[src/rtl/sync_fifo_param.sv]
// sync_fifo_param: parametrised single-clock FIFO with occupancy count, threshold flags and error pulses.
// Define FIFO_FWFT_EN for first-word-fall-through output; the default build uses a registered read port.
module sync_fifo_param #(
    parameter int unsigned DATA_W    = 8,
    parameter int unsigned DEPTH     = 16,
    parameter int unsigned AF_THRESH = DEPTH - 2,
    parameter int unsigned AE_THRESH = 2
) (
    input  logic                     clk,
    input  logic                     rst,
    input  logic                     wr,
    input  logic [DATA_W-1:0]        din,
    input  logic                     rd,
    output logic [DATA_W-1:0]        dout,
    output logic                     dout_valid,
    output logic                     full,
    output logic                     empty,
    output logic                     almost_full,
    output logic                     almost_empty,
    output logic [$clog2(DEPTH):0]   count,
    output logic                     overflow,
    output logic                     underflow
);
    localparam int unsigned PtrW = $clog2(DEPTH);
    localparam int unsigned CntW = PtrW + 1;

    logic [DATA_W-1:0] mem [DEPTH];
    logic [PtrW-1:0]   wr_ptr_q, rd_ptr_q;
    logic [CntW-1:0]   count_q, count_d;
    logic              empty_q, full_q, af_q, ae_q, ovf_q, udf_q;
    logic              rd_acc, wr_acc;

    // A write into a full FIFO is only safe when the same cycle frees a slot.
    always_comb begin
        rd_acc  = rd & ~empty_q;
        wr_acc  = wr & (~full_q | rd);
        count_d = count_q + CntW'(wr_acc) - CntW'(rd_acc);
    end

    always_ff @(posedge clk) begin
        if (wr_acc && !rst) begin
            mem[wr_ptr_q] <= din;
        end
    end

    always_ff @(posedge clk) begin
        if (rst) begin
            wr_ptr_q <= '0;
            rd_ptr_q <= '0;
            count_q  <= '0;
            empty_q  <= 1'b1;
            full_q   <= 1'b0;
            af_q     <= 1'b0;
            ae_q     <= 1'b1;
            ovf_q    <= 1'b0;
            udf_q    <= 1'b0;
        end else begin
            if (wr_acc) wr_ptr_q <= wr_ptr_q + PtrW'(1);
            if (rd_acc) rd_ptr_q <= rd_ptr_q + PtrW'(1);
            count_q <= count_d;
            empty_q <= (count_d == '0);
            full_q  <= (count_d == CntW'(DEPTH));
            af_q    <= (count_d >= CntW'(AF_THRESH));
            ae_q    <= (count_d <= CntW'(AE_THRESH));
            ovf_q   <= wr & ~wr_acc;
            udf_q   <= rd & ~rd_acc;
        end
    end

`ifdef FIFO_FWFT_EN
    // Head word is presented combinationally; rd acts as the pop acknowledge.
    always_comb begin
        dout       = empty_q ? '0 : mem[rd_ptr_q];
        dout_valid = ~empty_q;
    end
`else
    logic [DATA_W-1:0] dout_q;
    logic              dv_q;

    always_ff @(posedge clk) begin
        if (rst) begin
            dout_q <= '0;
            dv_q   <= 1'b0;
        end else begin
            dv_q <= rd_acc;
            if (rd_acc) dout_q <= mem[rd_ptr_q];
        end
    end

    assign dout       = dout_q;
    assign dout_valid = dv_q;
`endif

    assign full         = full_q;
    assign empty        = empty_q;
    assign almost_full  = af_q;
    assign almost_empty = ae_q;
    assign count        = count_q;
    assign overflow     = ovf_q;
    assign underflow    = udf_q;

endmodule

[config.mk]
export PLATFORM = sky130hd
export DESIGN_NAME = sync_fifo_param
export DESIGN_NICKNAME = d
export VERILOG_FILES = /design/src/rtl/sync_fifo_param.sv
export SDC_FILE = /design/constraint.sdc
export NUM_CORES = 1
export LEC_CHECK = 0
export CAP_MARGIN = 5
export CORE_MARGIN = 5
export CORE_UTILIZATION = 30
export DETAILED_ROUTE_END_ITERATION = 12
export GPL_TIMING_DRIVEN = 0
export SETUP_SLACK_MARGIN = 0.1
export SLEW_MARGIN = 5
export SYNTH_ARGS = -nofsm -noshare
export SYNTH_HDL_FRONTEND = slang
export SYNTH_SLANG_ARGS = --single-unit
[constraint.sdc]
create_clock -name clk -period 4.9 [get_ports clk]
set_input_delay 0.98 -clock clk [delete_from_list [all_inputs] [get_ports clk]]
set_output_delay 0.98 -clock clk [all_outputs]
set_load 0.01 [all_outputs]
==> out/qor.yml, run 1 <==
die_y_um: 153
max_freq_ghz: 0.296
drt-total-wl_um: 12800
critPathCaptureType: "flip-flop"
synth-async-reset-ratio_pct: 0
clockBufferDepth: 2
dieWidth_um: 153
clkLatencyLatePin_ns: 0.41
cts_setup_buffers: 0
num_antenna_cells: 0
synth_area_leader_cell: "edfxtp_1"
post-route-period-util_pct: 68.8
grt_pass1_vias: 3543
min_path_type: "reg2reg"
dp_slack_ns: 1.08
synth_edf_count: 128
track_usage_pct: 11.2
cts_buffers: 17
outcome: "complete, no violations"
grt_pass1_wl_um: 20200
ys_ff_latch: 156
finalWorstSetupSlack_ns: 1.53
avgSynthCellArea_um2: 15.7
startpoint_type: "primary input"
skew_ns: 0.00660
drc_errors: 0
synth.cell_area_mm2: 0.00614
min_period_ns: 3.37
drt_iter0_drc: 367
port_buffers: 31
start_util_pct: 30.4
synth_cell_types: 35
synth_top_cells_by_area: "edfxtp_1, mux2i_1, dfxtp_1"
critPathKind: "in2reg"
coreArea_mm2: 0.0202
drive_gt1_share_pct: 10.6
critPathRequiredTime_ns: 5.17
setup_viol: 0
rsz0062_at_grt: "false"
arrival_ns: 3.64
grt_max_degree: 17
path_delay_family: "adder cells"
synth_flop_cell: "edfxtp_1"
peakVddDrop_mv: 0.218
synth_top_area_share_pct: 62.6
tns_ns: 0
cts_resized: 0
whs_ns: 0.487
power.leakage_nw: 2.43
antenna_found_initial: 0
area_growth_pct: 21.7
vias: 3382
viasPerCell: 4.68
slew_violations: 0
cp_slowest_cell: "clkdlybuf4s50_1"
grt-ovfl-total: 0
cap_viol_max_count: 0
crit_buf_inv: 2
path_cells: "clkdlybuf4s50_1, nand2b_1, nand2_1, ha_1, inv_1, ha_1, fa_1, a21o_1, a21oi_1, xnor2_1, o32ai_1"
ys_seq_area_share_pct: 71.7
htreeDepth: 4
gp_congestion: 0.795
tritoncts: "built"
tightest_slew_ns: 1.25
detail-route-antenna-nets: 0
dieArea_mm2: 0.0234
cts.sinks: 156
ios: 32
wire_per_inst_um: 17.7
row_count: 52
clk_pin_slew_ns: 0.06
path_max_fanout: 6
cts_hold_buffers: 0
finalHoldViolCount: 0
p_per_area_mw_per_mm2: 474
cpPeakStageDelay_ns: 0.49
root_buffer: "clkbuf_16"
drt_pass1_iterations: 5
cpMostUsedCell: "ha_1"
slew_headroom_pct: 16.1
synth_nets: 413
total_power_mw: 3.54
ys_warn_count: 0
syn_inst: 390
hpwl_um: 8510
fin_nets: 463
[final timing paths]
check          start          end  slack [ns]  depth (start not counted)
max               rd  almost_full        1.53                         11
min          dout[1]      dout[1]        0.49                          2
max reg2reg    empty  almost_full        2.19                         10
min reg2reg  dout[1]      dout[1]        0.49                          2
[registers in the layout (all words and copies together), names as in the netlist]
signal	cells
almost_empty	1
count	5
dout	8
underflow	1
full	1
dout_valid	1
almost_full	1
overflow	1
rd_ptr_q	4
wr_ptr_q	4
mem	128
empty	1
[layout make-up]
cell class	instances	area (um^2)
plain buffers	18	88.8
clock buffers	19	443
clock inverters	13	236
fillers	1932	12700
inverters	10	37.5
multi-input cells	206	1610
flip-flops and latches	156	4400
well taps	270	338
repair buffers	31	310
[layout by cell type, fill, tap and decap left out, drive strengths merged, types with 2 or more instances in the layout]
cell type      instances
nand3                 11
clkbuf                24
nand2                 21
nor3                   5
clkinv                 5
and3                   4
a32oi                  7
a21oi                  4
mux2i                 58
bufinv                 6
nor2b                  3
xnor2                  4
nor2                  25
mux4                   3
xor2                   6
a41o                   2
inv                   11
dfxtp                 28
a21o                   2
a22oi                 30
ha                    10
nand2b                 4
clkdlybuf4s50         31
edfxtp               128
buf                   13
[worst min-delay path, stage by stage, from the launching register on]
cell and delay, ns:
dfxtp_1 0.34, a32oi_1 0.06, nand2_1 0.06
[routing by layer]
layer,routed length [um],share of wire (%),track usage (%),up-vias
met5,0,0,0,-
met4,112,0.88,3.56,0
met3,588,4.6,2.88,6
met2,6410,50,18.2,92
met1,5680,44,14.8,1682
li1,-,-,-,1602
[metrics by stage]
step	instance area, um^2	cells	util [%]
after floorplan	6140	390	-
after global placement	6790	691	33.7
after detailed placement	6790	691	33.7
after CTS	7470	723	37.0
after global routing	7470	723	37.0
final	7470	723	37.0
[cell families (layout without fill, tap and decap cells)]
family	after synthesis	count (layout)	share of synthesized area (%)
flip-flops	156	156	71.7
AND/OR/NAND/NOR	76	76	5.64
multiplexers	62	62	10.9
AO/OA/AOI/OAI	47	47	5.91
buffers and inverters	28	91	2.06
adder cells (fa/ha/maj)	11	11	2.36
XOR/XNOR	10	10	1.43
[synth_stat cells (all sizes together) (6+ instances only)]
cell type / number
ha: 10
inv: 9
nor2: 25
edfxtp: 128
a32oi: 7
nand2: 21
dfxtp: 28
xor2: 6
mux2i: 58
nand3: 11
buf: 13
a22oi: 30
[where the power goes]
part | switching (mW) | total [mW] | internal, mW | leakage (nW)
combinational | 0.293 | 0.523 | 0.230 | 0.718
clock | 0.510 | 1.48 | 0.974 | 0.328
sequential | 0.0359 | 1.54 | 1.50 | 1.38
Power figures use the tool's default switching activity.
==> run 2, diff against run 1 <==
==> constraint.sdc (replaced) <==
create_clock -name clk -period 2.97 [get_ports clk]
set_input_delay 0.594 -clock clk [delete_from_list [all_inputs] [get_ports clk]]
set_output_delay 0.594 -clock clk [all_outputs]
set_load 0.01 [all_outputs]
==> run 2 against run 1 <==
  * Setup slack got worse by 1.2 ns
  * Clock-buffer cell count unchanged
  * Wire length increased by 0.59%
  * Via count increased by 0.24%
  * Clock power increased by 66%
  * Global-route usage about the same
  * Critical endpoint is now almost_empty
==> out/qor.yml, run 2 (synthesis gave the netlist of run 1 again) <==
comb_power_share_pct: 15.7  # +0.9 points
largest_reg_flops: 128  # unchanged
min_period_ns: 2.68
regMostFlops: "mem"
cts.sinks: 156  # unchanged
clk_pin_slew_ns: 0.06  # about the same
drt_pass1_iterations: 5  # unchanged
drt_iter0_drc: 345  # -6.0%
grt_pass1_vias: 3559  # +0.45%
grt_max_degree: 17  # unchanged
skew_ns: 0.00597  # -0.000635 ns
viasPerCell: 4.69  # +0.24%
start_util_pct: 30.4  # unchanged
final_common_cell: "edfxtp_1"
hpwl_um: 8510  # unchanged
p_int_mw: 4.50  # +67%
tritoncts: "built"
dieWidth_um: 153  # unchanged
row_count: 52  # unchanged
min_delay_path_depth: 2  # unchanged
tightest_slew_ns: 1.24  # -0.00903 ns
placed_cell_area_mm2: 0.00679  # unchanged
power_frac_seq_pct: 42.9  # -0.5 points
finalHoldViolCount: 0  # unchanged
clkLatencyLatePin_ns: 0.41  # about the same
drt-total-wl_um: 12900  # +0.59%
drive_gt1_share_pct: 12.4  # +1.8 points
ff2ff_path_depth: 10  # unchanged
detail-route-antenna-nets: 0  # unchanged
grt_pass1_wl_um: 20300  # +0.31%
area_growth_pct: 22.4
post-route-period-util_pct: 90.3
total_power_mw: 5.92  # +67%
most-common-layout-cells: "edfxtp_1, mux2i_1, clkdlybuf4s50_1, a22oi_1, dfxtp_1"
cap_viol_max_count: 0  # unchanged
coreArea_mm2: 0.0202  # unchanged
port_buffers: 31  # unchanged
clockBufferDepth: 2  # unchanged
cp-endpoint: "almost_empty"
rrSetupSlack_ns: 0.55  # -1.64 ns
ios: 32  # unchanged
path_max_fanout: 6  # unchanged
cts_hold_buffers: 0  # unchanged
rsz0062_at_grt: "false"
r2r_start: "empty"
fillers: 1927  # -0.26%
critPathKind: "in2reg"
outcome: "complete, no violations"
arrival_ns: 2.99  # -0.65 ns
root_buffer: "clkbuf_16"
vias: 3390  # +0.24%
fin_nets: 463  # unchanged
setup_viol: 0  # unchanged
antenna_found_initial: 0  # unchanged
p_per_area_mw_per_mm2: 788  # +66%
worstReg2RegEnd: "almost_empty"
startpoint_type: "primary input"
cts_buffers: 17  # unchanged
min_path_type: "reg2reg"
power.leakage_nw: 2.46  # +1.4%
htreeDepth: 4  # unchanged
finalInstanceArea_mm2: 0.00751  # +0.57%
gp_congestion: 0.795  # unchanged
dieArea_mm2: 0.0234  # unchanged
peakVddDrop_mv: 0.378  # +74%
drc_errors: 0  # unchanged
max_freq_ghz: 0.373
die_y_um: 153  # unchanged
critical_path.startpoint: "wr"
grt-ovfl-total: 0  # unchanged
wire_per_inst_um: 17.8  # +0.59%
netSwitchingPower_mw: 1.42  # +69%
num_antenna_cells: 0  # unchanged
clockPowerShare_pct: 41.5  # -0.4 points
critPathCaptureType: "flip-flop"
track_usage_pct: 11.3  # +0.031 points
switching_share_pct: 24.0  # +0.29 points
slew_headroom_pct: 16.7  # +0.61 points
slew_violations: 0  # unchanged
critPathRequiredTime_ns: 3.28  # -1.89 ns
-- run 2: worst min path at each step --
stage           startpoint           to  slack [ns]
6_report           dout[2]      dout[2]        0.49
5_1_grt            dout[4]      dout[4]        0.53
4_1_cts            dout[2]      dout[2]        0.49
3_5_place_dp       dout[2]      dout[2]        0.47
3_3_place_gp       dout[1]      dout[1]        0.47
2_1_floorplan  wr_ptr_q[1]  wr_ptr_q[1]        0.48
-- run 2: cell type report --
type | instances | area, um^2 | share of cell area, %
Sequential cell | 156 | 4400 | 58.6
Multi-Input combinational cell | 206 | 1650 | 22.0
Clock buffer | 19 | 443 | 5.89
Tap cell | 270 | 338 | 4.50
Timing Repair Buffer | 31 | 313 | 4.16
Clock inverter | 13 | 236 | 3.15
Buffer | 18 | 88.8 | 1.18
Inverter | 10 | 38.8 | 0.516
-- run 2: worst max-delay path, cell delays in order --
cell and delay (ns):
clkdlybuf4s50_1 0.58, nand2_2 0.12, ha_1 0.29, inv_1 0.04, ha_1 0.20, fa_2 0.38, a21o_1 0.20, a21oi_2 0.20
xnor2_2 0.14, a41o_1 0.25
-- run 2: repair_timing --
action | in CTS | in global routing
endpoints found under the hold margin | 0 | 0
buffers inserted | 0 | 0
pin swaps | 0 | 1
gates resized for setup | 4 | 6
setup endpoints to repair | 5 | 4
-- run 2: power by group through the flow --
stage,registers (mW),clock network [mW],logic (mW)
floorplan,2.60,0,0.495
global placement,2.58,0,0.844
detailed placement,2.59,0,0.864
CTS,2.54,2.48,0.909
global route,2.55,2.58,1.02
finish,2.54,2.46,0.928
-- run 2: routing by layer --
metal | track usage [%] | routed length (um) | vias up | part of all wire [%]
li1 | - | - | 1599 | -
met2 | 18.3 | 6390 | 89 | 50
met1 | 14.9 | 5770 | 1694 | 45
met3 | 2.88 | 585 | 8 | 4.5
met4 | 3.56 | 110 | 0 | 0.86
met5 | 0 | 0 | - | 0
-- run 2: per-stage QoR --
stage | util, % | cells | worst slack, ns | hold WS [ns] | TNS (ns)
final | 37.3 | 723 | 0.289 | 0.485 | 0
after global routing | 37.3 | 723 | 0.158 | 0.529 | 0
after CTS | 37.1 | 723 | 0.134 | 0.486 | 0
after detailed placement | 33.7 | 691 | -0.466 | 0.470 | -7.63
after global placement | 33.7 | 691 | -0.386 | 0.471 | -5.90
after floorplan | - | 390 | 0.351 | 0.477 | 0
==> run 3, diff against run 2 <==
--- a/config.mk
+++ b/config.mk
@@ -5,11 +5,12 @@
 export SDC_FILE = /design/constraint.sdc
 export NUM_CORES = 1
 export LEC_CHECK = 0
-export CAP_MARGIN = 5
+export CAP_MARGIN = 10
 export CORE_MARGIN = 5
 export CORE_UTILIZATION = 30
 export DETAILED_ROUTE_END_ITERATION = 12
 export GPL_TIMING_DRIVEN = 0
+export PLACE_DENSITY_LB_ADDON = 0.12
 export SETUP_SLACK_MARGIN = 0.1
 export SLEW_MARGIN = 5
 export SYNTH_ARGS = -nofsm -noshare
==> constraint.sdc (replaced) <==
create_clock -name clk -period 2.97 [get_ports clk]
set_input_delay 0.594 -clock clk [delete_from_list [all_inputs] [get_ports clk]]
set_output_delay 0.594 -clock clk [all_outputs]
set_load 0.1 [all_outputs]
==> run 3 against run 2 <==
  * Non-clock buffer count rose by 3
  * Die area unchanged
  * Clock skew grew 0.0049 ns
  * Wire length is 6.1% higher
  * Via count decreased by 2.1%
  * Final cell count grew 0.41%
  * Global-route usage rose by 0.78 points
  * Combinational power is 53% higher
  * Critical path type unchanged
==> out/qor.yml, run 3 (synthesis gave the netlist of run 1 again) <==
regMostFlops: "mem"
dieWidth_um: 153  # unchanged
slew_headroom_pct: 28.4  # +12 points
gp_congestion: 0.745  # -6.3%
tightest_slew_ns: 1.07  # -0.174 ns
critPathCaptureType: "flip-flop"
arrival_ns: 2.85  # -0.14 ns
outcome: "complete, no violations"
finalWorstSetupSlack_ns: 0.432  # +0.143 ns
slew_violations: 0  # unchanged
vias: 3318  # -2.1%
num_antenna_cells: 0  # unchanged
coreArea_mm2: 0.0202  # unchanged
p_per_area_mw_per_mm2: 825  # +4.6%
post-route-period-util_pct: 85.5  # -4.8 points
cts_setup_buffers: 0  # unchanged
root_buffer: "clkbuf_16"
max_freq_ghz: 0.394  # +5.6%
critPathRequiredTime_ns: 3.28  # about the same
drt_iter0_drc: 136  # -61%
min_period_ns: 2.54  # -0.143 ns
peakVddDrop_mv: 0.646  # +71%
finalHoldViolCount: 0  # unchanged
clkLatencyLatePin_ns: 0.43  # +0.02 ns
tritoncts: "built"
grt_max_degree: 17  # unchanged
drc_errors: 0  # unchanged
power.leakage_nw: 2.44  # -0.98%
fin_nets: 466  # +0.65%
startpoint_type: "primary input"
antenna_found_initial: 0  # unchanged
htreeDepth: 4  # unchanged
start_util_pct: 30.4  # unchanged
largest_reg_flops: 128  # unchanged
drt_pass1_iterations: 4  # -1
skew_ns: 0.0109  # +0.00492 ns
dieArea_mm2: 0.0234  # unchanged
area_growth_pct: 21.1
setup_viol: 0  # unchanged
cap_viol_max_count: 0  # unchanged
cts_hold_buffers: 0  # unchanged
hpwl_um: 9180  # +7.9%
cts.sinks: 156  # unchanged
rsz0062_at_grt: "false"
fin_util_pct: 36.9  # -0.40 points
critPathKind: "in2reg"
detail-route-antenna-nets: 0  # unchanged
port_buffers: 31  # unchanged
drive_gt1_share_pct: 12.1  # -0.30 points
dp_slack_ns: -0.518  # -0.0516 ns
cts_buffers: 17  # unchanged
min_path_type: "reg2reg"
grt_pass1_vias: 3361  # -5.6%
clk_pin_slew_ns: 0.06  # about the same
track_usage_pct: 12.1  # +0.78 points
drt-total-wl_um: 13600  # +6.1%
grt-ovfl-total: 0  # unchanged
whs_ns: 0.481  # -0.00489 ns
path_max_fanout: 6  # unchanged
ios: 32  # unchanged
wire_per_inst_um: 18.8  # +5.7%
viasPerCell: 4.57  # -2.5%
row_count: 52  # unchanged
most-common-layout-cells: "edfxtp_1, mux2i_1, a22oi_1, clkdlybuf4s50_1, dfxtp_1"
grt_pass1_wl_um: 20800  # +2.5%
clockBufferDepth: 2  # unchanged
die_y_um: 153  # unchanged
fillers: 1969  # +2.2%
final_common_cell: "edfxtp_1"
[run 3: cell types whose count changed in the layout (fill, tap and decap cells not counted), moves of 2 or more]
cell       delta
dfxtp_1       -2
bufinv_16     -3
dfxtp_2       +2
buf_2         +3
clkbuf_1      +3
clkinv_4      -2
clkinv_2      +2
[run 3: cell type report]
type / instances / area, um^2 / area share, %
Sequential cell: 156 / 4410 / 59.3
Multi-Input combinational cell: 206 / 1640 / 22.0
Clock buffer: 22 / 454 / 6.11
Tap cell: 270 / 338 / 4.54
Timing Repair Buffer: 34 / 330 / 4.44
Clock inverter: 10 / 139 / 1.87
Buffer: 18 / 88.8 / 1.20
Inverter: 10 / 38.8 / 0.522
[run 3: critical path: stages]
cell and delay, ns:
dlymetal6s2s_1 0.17, nand2b_4 0.20, nand2_1 0.11, ha_1 0.30, inv_1 0.04, ha_1 0.21, fa_2 0.36, a21o_1 0.20
a21oi_2 0.19, xnor2_2 0.15, nor4bb_1 0.32
[run 3: what timing repair did]
action | CTS | global route
pin swaps | 1 | 1
gates resized for setup | 6 | 3
setup endpoints to repair | 4 | 4
[run 3: worst paths after layout]
kind                               from      end  slack [ns]  cells after the start
worst min register to register  dout[0]  dout[0]        0.48                      2
worst min-delay path            dout[0]  dout[0]        0.48                      2
worst max register to register    empty     full        0.50                     10
worst max-delay path                 rd     full        0.43                     11
[run 3: where the power goes]
part	switching, mW	internal [mW]
Combinational	1.01	0.409
Clock	0.826	1.35
Sequential	0.0601	2.48
Total	1.90	4.23
[run 3: stage by stage]
stage | total power [mW] | cells | instance area (um^2) | TNS, ns
after floorplan | 3.59 | 390 | 6140 | 0
after global placement | 3.95 | 691 | 6790 | -9.68
after detailed placement | 3.96 | 693 | 6800 | -5.65
after CTS | 6.19 | 725 | 7420 | 0
after global routing | 6.39 | 726 | 7430 | 0
final | 6.13 | 726 | 7430 | 0
[run 3: routing by layer]
layer	GRT usage (%)	wire, um	vias to the layer above
met4	3.82	135	0
met1	16.7	6580	1658
met5	0	0	-
met2	18.4	6400	47
met3	3.39	524	10
li1	-	-	1603
